### config.mk
export PLATFORM = sky130hd
export DESIGN_NAME = hazard_scoreboard
export DESIGN_NICKNAME = d
export VERILOG_FILES = /design/src/rtl/hazard_scoreboard.sv
export SDC_FILE = /design/constraint.sdc
export NUM_CORES = 1
export LEC_CHECK = 0
export ABC_CLOCK_PERIOD_IN_PS = 2300
export CAP_MARGIN = 20
export CORE_MARGIN = 2
export CORE_UTILIZATION = 49
export DETAILED_ROUTE_END_ITERATION = 8
export GPL_ROUTABILITY_DRIVEN = 0
export GPL_TIMING_DRIVEN = 0
export PLACE_DENSITY_LB_ADDON = 0.3
export SYNTH_ARGS = -nofsm -noshare
export SYNTH_HDL_FRONTEND = slang
export SYNTH_SLANG_ARGS = --single-unit
### constraint.sdc
create_clock -name clk -period 2.3 [get_ports clk]
set_clock_uncertainty 0.1 [all_clocks]
set_input_delay 0.46 -clock clk [delete_from_list [all_inputs] [get_ports clk]]
set_output_delay 0.46 -clock clk [all_outputs]
set_load 0.02 [all_outputs]
### src/rtl/hazard_scoreboard.sv
// hazard_scoreboard: scoreboard of in-flight destination registers for the
// in-order pipeline. Tracks DEPTH post-ID stages (S1=EX .. S<DEPTH>=WB) and
// derives the fetch/decode stall, the WB-to-ID bypass selects and the
// registered EX-stage forwarding selects.
// Optional feature macro: HAZARD_FORWARDING_EN
//   defined   : forward from any stage, stall only on load-use.
//   undefined : EX forwarding selects tied to 0, stall while any producer of a
//               used source sits in S1..S<DEPTH-1>; WB-to-ID bypass still used.
module hazard_scoreboard #(
    parameter int DEPTH      = 3,
    parameter int LOAD_STAGE = 2,
    parameter int REG_W      = 5,
    parameter int SEL_W      = $clog2(DEPTH + 1)
) (
    input  logic             clk,
    input  logic             reset,
    input  logic             id_valid,
    input  logic [REG_W-1:0] id_rs1,
    input  logic [REG_W-1:0] id_rs2,
    input  logic             id_rs1_used,
    input  logic             id_rs2_used,
    input  logic [REG_W-1:0] id_rd,
    input  logic             id_reg_write,
    input  logic             id_is_load,
    input  logic             flush,
    output logic             stall,
    output logic             id_bypass_rs1,
    output logic             id_bypass_rs2,
    output logic [SEL_W-1:0] ex_fwd_rs1,
    output logic [SEL_W-1:0] ex_fwd_rs2,
    output logic [DEPTH-1:0] inflight,
    output logic [31:0]      stall_cnt
);

    // Scoreboard entries: index k-1 holds stage S<k>.
    logic [DEPTH-1:0] r_v;
    logic [DEPTH-1:0] r_ld;
    logic [REG_W-1:0] r_rd [DEPTH];
    logic [31:0]      r_stall_cnt;

    // Youngest-producer search results; stage is 1-based (0 = no match).
    logic             w_rs1_hit;
    logic             w_rs2_hit;
    logic             w_rs1_ld;
    logic             w_rs2_ld;
    logic [SEL_W-1:0] w_rs1_stage;
    logic [SEL_W-1:0] w_rs2_stage;
    logic             w_hazard;
    logic             w_stall;
    logic             w_issue;
    logic             w_new_v;

    // Find the youngest in-flight producer of each used source; the scan runs
    // oldest to youngest so a lower stage overwrites a higher one.
    always_comb begin
        // NOTE: defaults are assigned before the loop so every path writes
        // every output of this block and no latch is inferred.
        w_rs1_hit   = 1'b0;
        w_rs1_ld    = 1'b0;
        w_rs1_stage = '0;
        w_rs2_hit   = 1'b0;
        w_rs2_ld    = 1'b0;
        w_rs2_stage = '0;
        for (int k = DEPTH - 1; k >= 0; k--) begin
            if (id_rs1_used && r_v[k] && (r_rd[k] == id_rs1)) begin
                w_rs1_hit   = 1'b1;
                w_rs1_ld    = r_ld[k];
                w_rs1_stage = SEL_W'(k + 1);
            end
            if (id_rs2_used && r_v[k] && (r_rd[k] == id_rs2)) begin
                w_rs2_hit   = 1'b1;
                w_rs2_ld    = r_ld[k];
                w_rs2_stage = SEL_W'(k + 1);
            end
        end
    end

`ifdef HAZARD_FORWARDING_EN
    // Only a load whose data is not yet on a stage output blocks issue.
    assign w_hazard = (w_rs1_hit && w_rs1_ld && (w_rs1_stage < SEL_W'(LOAD_STAGE))) ||
                      (w_rs2_hit && w_rs2_ld && (w_rs2_stage < SEL_W'(LOAD_STAGE)));
`else
    // Without forwarding any producer short of WB blocks issue.
    assign w_hazard = (w_rs1_hit && (w_rs1_stage < SEL_W'(DEPTH))) ||
                      (w_rs2_hit && (w_rs2_stage < SEL_W'(DEPTH)));
`endif

    // A redirect kills the ID instruction, so it never waits on a hazard.
    assign w_stall = id_valid && !flush && w_hazard;
    assign w_issue = id_valid && !w_stall && !flush;
    // x0 and non-writing instructions never become visible producers.
    assign w_new_v = w_issue && id_reg_write && (id_rd != '0);

    assign stall         = w_stall;
    assign id_bypass_rs1 = w_rs1_hit && (w_rs1_stage == SEL_W'(DEPTH));
    assign id_bypass_rs2 = w_rs2_hit && (w_rs2_stage == SEL_W'(DEPTH));
    assign inflight      = r_v;
    assign stall_cnt     = r_stall_cnt;

    // Valid bits shift one stage per edge; a bubble enters S1 when nothing issues.
    always_ff @(posedge clk) begin
        // NOTE: sequential state uses non-blocking assignments so every
        // register samples the pre-edge values of the others.
        if (!reset) begin
            r_v <= '0;
        end else begin
            r_v <= {r_v[DEPTH-2:0], w_new_v};
        end
    end

    // Destination and load tags travel alongside their valid bits.
    always_ff @(posedge clk) begin
        // NOTE: tag storage is not reset; r_v qualifies every use of it.
        r_rd[0] <= id_rd;
        for (int k = 1; k < DEPTH; k++) begin
            r_rd[k] <= r_rd[k-1];
        end
        r_ld <= {r_ld[DEPTH-2:0], id_is_load};
    end

    // Saturating count of stalled cycles.
    always_ff @(posedge clk) begin
        if (!reset) begin
            r_stall_cnt <= '0;
        end else if (w_stall && (r_stall_cnt != 32'hFFFF_FFFF)) begin
            r_stall_cnt <= r_stall_cnt + 32'd1;
        end
    end

`ifdef HAZARD_FORWARDING_EN
    logic [SEL_W-1:0] r_fwd_rs1;
    logic [SEL_W-1:0] r_fwd_rs2;

    // Forward selects are latched on the issuing edge: a producer at S<k> will
    // be at S<k+1> when the consumer reaches EX. A WB match is served by the
    // ID bypass instead, and bubbles carry 0.
    always_ff @(posedge clk) begin
        if (!reset) begin
            r_fwd_rs1 <= '0;
            r_fwd_rs2 <= '0;
        end else begin
            r_fwd_rs1 <= (w_issue && w_rs1_hit && (w_rs1_stage < SEL_W'(DEPTH)))
                         ? w_rs1_stage + SEL_W'(1) : '0;
            r_fwd_rs2 <= (w_issue && w_rs2_hit && (w_rs2_stage < SEL_W'(DEPTH)))
                         ? w_rs2_stage + SEL_W'(1) : '0;
        end
    end

    assign ex_fwd_rs1 = r_fwd_rs1;
    assign ex_fwd_rs2 = r_fwd_rs2;
`else
    logic w_unused_ld;

    // Load tags only matter when forwarding; EX always takes the ID/EX operand.
    assign w_unused_ld = w_rs1_ld | w_rs2_ld;
    assign ex_fwd_rs1  = '0;
    assign ex_fwd_rs2  = '0;
`endif

endmodule

==> results.py <==
metrics = {
    "timing": {
        "worst_slack_ns": -0.00458,
        "final.period_utilization": 1.00,
        "hold_viol_final": 0,
        "setup_viol": 1,
        "max-slew-margin-rel": 0.622,
        "fin_crit_ns": 2.30,
        "finalMaxSlewViolations": 0,
        "tightest_slew_ns": 0.567,
        "max_freq_mhz": 434,
        "rsz0062_at_grt": "true",
    },
    "synthesis": {
        "avgSynthCellArea_um2": 8.85,
        "synth_top_family_by_area": "simple AND/OR/NAND/NOR gates",
        "yosys.area_share.xor_xnor": 0.0996,
        "synth_compound_area_frac": 0.105,
        "ys_types": 39,
        "synth_area_mm2": 0.00264,
        "seq_area_frac_synth": 0.379,
        "synth_edf_count": 0,
        "synthArstFlopShare": 0,
        "synth_simple_gate_area_frac": 0.302,
        "ys.flop_type": "dfxtp_1",
        "ys_ff_latch": 50,
        "synthAdderAreaFrac": 0.00474,
        "synthMuxAreaShare": 0.0569,
        "synth_cells": 298,
        "yosysWarnings": 0,
    },
    "worst_setup_path": {
        "worst_ep_required_time_ns": 1.74,
        "path_common_cell": "buf_6",
        "reg2reg_slack_ns": 0.04,
        "critPathMaxStageDelay_ns": 0.38,
        "worstPathMaxFanout": 3,
        "r2r_cells": 9,
        "cp-start-kind": "register",
        "path_cells": "xnor2_2, nand4_1, o22a_1, and2_4, buf_6, nor2_4, buf_6",
        "cp.arrival_ns": 1.74,
        "rr_startpoint": "r_rd[0][5]",
        "crit_start": "r_rd[0][5]",
        "crit_path_end_kind": "output port",
        "cpMaxStageDelayCell": "dfxtp_4",
        "crit_type": "register to output port",
    },
    "layout": {
        "nets": 394,
        "most-common-layout-cells": "clkdlybuf4s50_1, dfxtp_1, nand2_1",
        "fin_util": 0.713,
        "antenna-diode-count": 0,
        "n_fill_cell": 408,
        "final_common_cell": "clkdlybuf4s50_1",
        "syn_to_final_growth_pct": 39.0,
        "final_cells": 441,
        "drive_gt1_frac": 0.237,
    },
    "global_route": {
        "track_usage": 0.251,
        "grt_max_degree": 19,
        "grt_pass1_wl_mm": 12.0,
        "gr-total-overflow": 0,
        "first_global_vias": 2426,
        "antenna_found_initial": 0,
    },
    "min_path": {
        "hold_start": "r_rd[0][1]",
        "hold_path_class": "register to register",
        "hold_depth": 0,
    },
    "floorplanning": {
        "num_rows": 26,
        "ios": 65,
        "start_util": 0.513,
        "die_w_um": 77.4,
        "coreArea_mm2": 0.00514,
        "fp.dieH_um": 77.4,
        "die_area_mm2": 0.00599,
    },
    "placement": {
        "portBuffers": 58,
        "hpwl_mm": 5.08,
        "place_ws_ns": -1.38,
        "dp_cells": 429,
    },
    "clock_tree": {
        "cts_made_buffers": 5,
        "cts_hold_buf": 0,
        "root_buffer": "clkbuf_8",
        "clk_pin_slew_ns": 0.11,
        "htree_levels": 2,
        "cts_tree": "done",
        "worstSkewPairLatency_ns": 0.33,
        "clock-sinks": 50,
        "clk_path_buf_depth": 2,
    },
    "flow_run": {
        "maxCapViolCount": 0,
    },
    "detailed_routing": {
        "routed_via_density": 5.82,
        "drt-wirelength-per-cell_um": 17.3,
        "drtIter0Drc": 189,
        "post-route-drc-count": 0,
        "num_vias": 2567,
        "ant_nets": 0,
        "postRouteWirelength_mm": 7.63,
        "firstDrtPassIters": 5,
    },
    "status": {
        "status": "finished with violations",
        "violations": "setup timing",
    },
    "pwr": {
        "peakVddDrop_uv": 288,
        "p_leak_nw": 1.20,
        "p_per_area_mw_per_mm2": 447,
    },
}
-- through the flow --
stage / power (mW) / cell area (um2) / TNS, ns / hold WS (ns)
6_report: 1.64 / 3670 / -0.00458 / 0.287
5_1_grt: 1.69 / 3670 / -0.129 / 0.292
4_1_cts: 1.62 / 3500 / -0.0918 / 0.285
3_5_place_dp: 1.08 / 3320 / -23.21 / 0.287
3_3_place_gp: 1.07 / 3320 / -20.11 / 0.282
2_1_floorplan: 1.01 / 2650 / 0 / 0.275
-- synthesized netlist by cell type (3+ instances only) --
cell / number / area, um2
dfxtp_1: 50 / 1000
nand2_1: 29 / 109
xnor2_1: 28 / 245
nand2b_1: 21 / 131
nand4_1: 20 / 125
clkbuf_1: 15 / 56.3
mux2i_1: 15 / 150
nand3_1: 15 / 75.1
o41ai_1: 12 / 105
a21oi_1: 11 / 55.1
nor4_1: 11 / 68.8
or4b_1: 7 / 70.1
nor3_1: 5 / 25.0
o311ai_0: 5 / 43.8
o31ai_1: 5 / 37.5
and3_1: 4 / 25.0
buf_4: 4 / 30.0
nor2_1: 4 / 15.0
or4_1: 4 / 30.0
and2_1: 3 / 18.8
buf_2: 3 / 15.0
inv_1: 3 / 11.3
-- path summary, 6_finish.rpt --
kind | end
max | stall
min | r_rd[0][6]
max reg2reg | stall_cnt[25]
min reg2reg | r_rd[0][6]
-- cell families (layout without fill, tap and decap cells) --
family,after synthesis,after routing
AND/OR/NAND/NOR,137,137
flip-flops,50,50
AO/OA/AOI/OAI,37,37
XOR/XNOR,30,30
buffers and inverters,27,97
multiplexers,15,15
adder cells (fa/ha/maj),1,1
other,1,4
-- critical path, delay by kind of cell, from the launching register on --
kind            cells  cell delay (ns)
simple gates        3             0.38
buf+inv             2             0.25
flops               1             0.38
compound gates      1             0.23
xor+xnor            1             0.18
-- state kept, by name, indices dropped and copies added, names as in the netlist --
signal,count
inflight,3
stall_cnt,32
r_rd,15
-- final cells by class --
class	instances	area [um2]	share of cell area
Multi-Input combinational cell	224	1700	0.465
Sequential cell	50	1030	0.280
Timing Repair Buffer	65	609	0.166
Buffer	21	134	0.0365
Tap cell	70	87.6	0.0239
Clock buffer	5	68.8	0.0188
Clock inverter	3	26.3	0.00716
Inverter	3	11.3	0.00307
-- where the power goes --
part	internal, mW	switching, mW	total (mW)
Combinational	0.0891	0.0892	0.178
Clock	0.225	0.338	0.562
Sequential	0.879	0.0189	0.898
Total	1.19	0.446	1.64
-- what timing repair did --
item,CTS,global route
gates resized for setup,67,54
endpoints found under the setup margin,36,34
buffers inserted,3,4
pin swaps,18,13
-- per-layer routing --
| layer | share of wire | global-route usage |
|---|---|---|
| met3 | 0.061 | 0.0512 |
| met1 | 0.43 | 0.316 |
| met5 | 0 | 0 |
| met2 | 0.49 | 0.420 |
| met4 | 0.021 | 0.102 |
(Power assumes the default switching activity.)
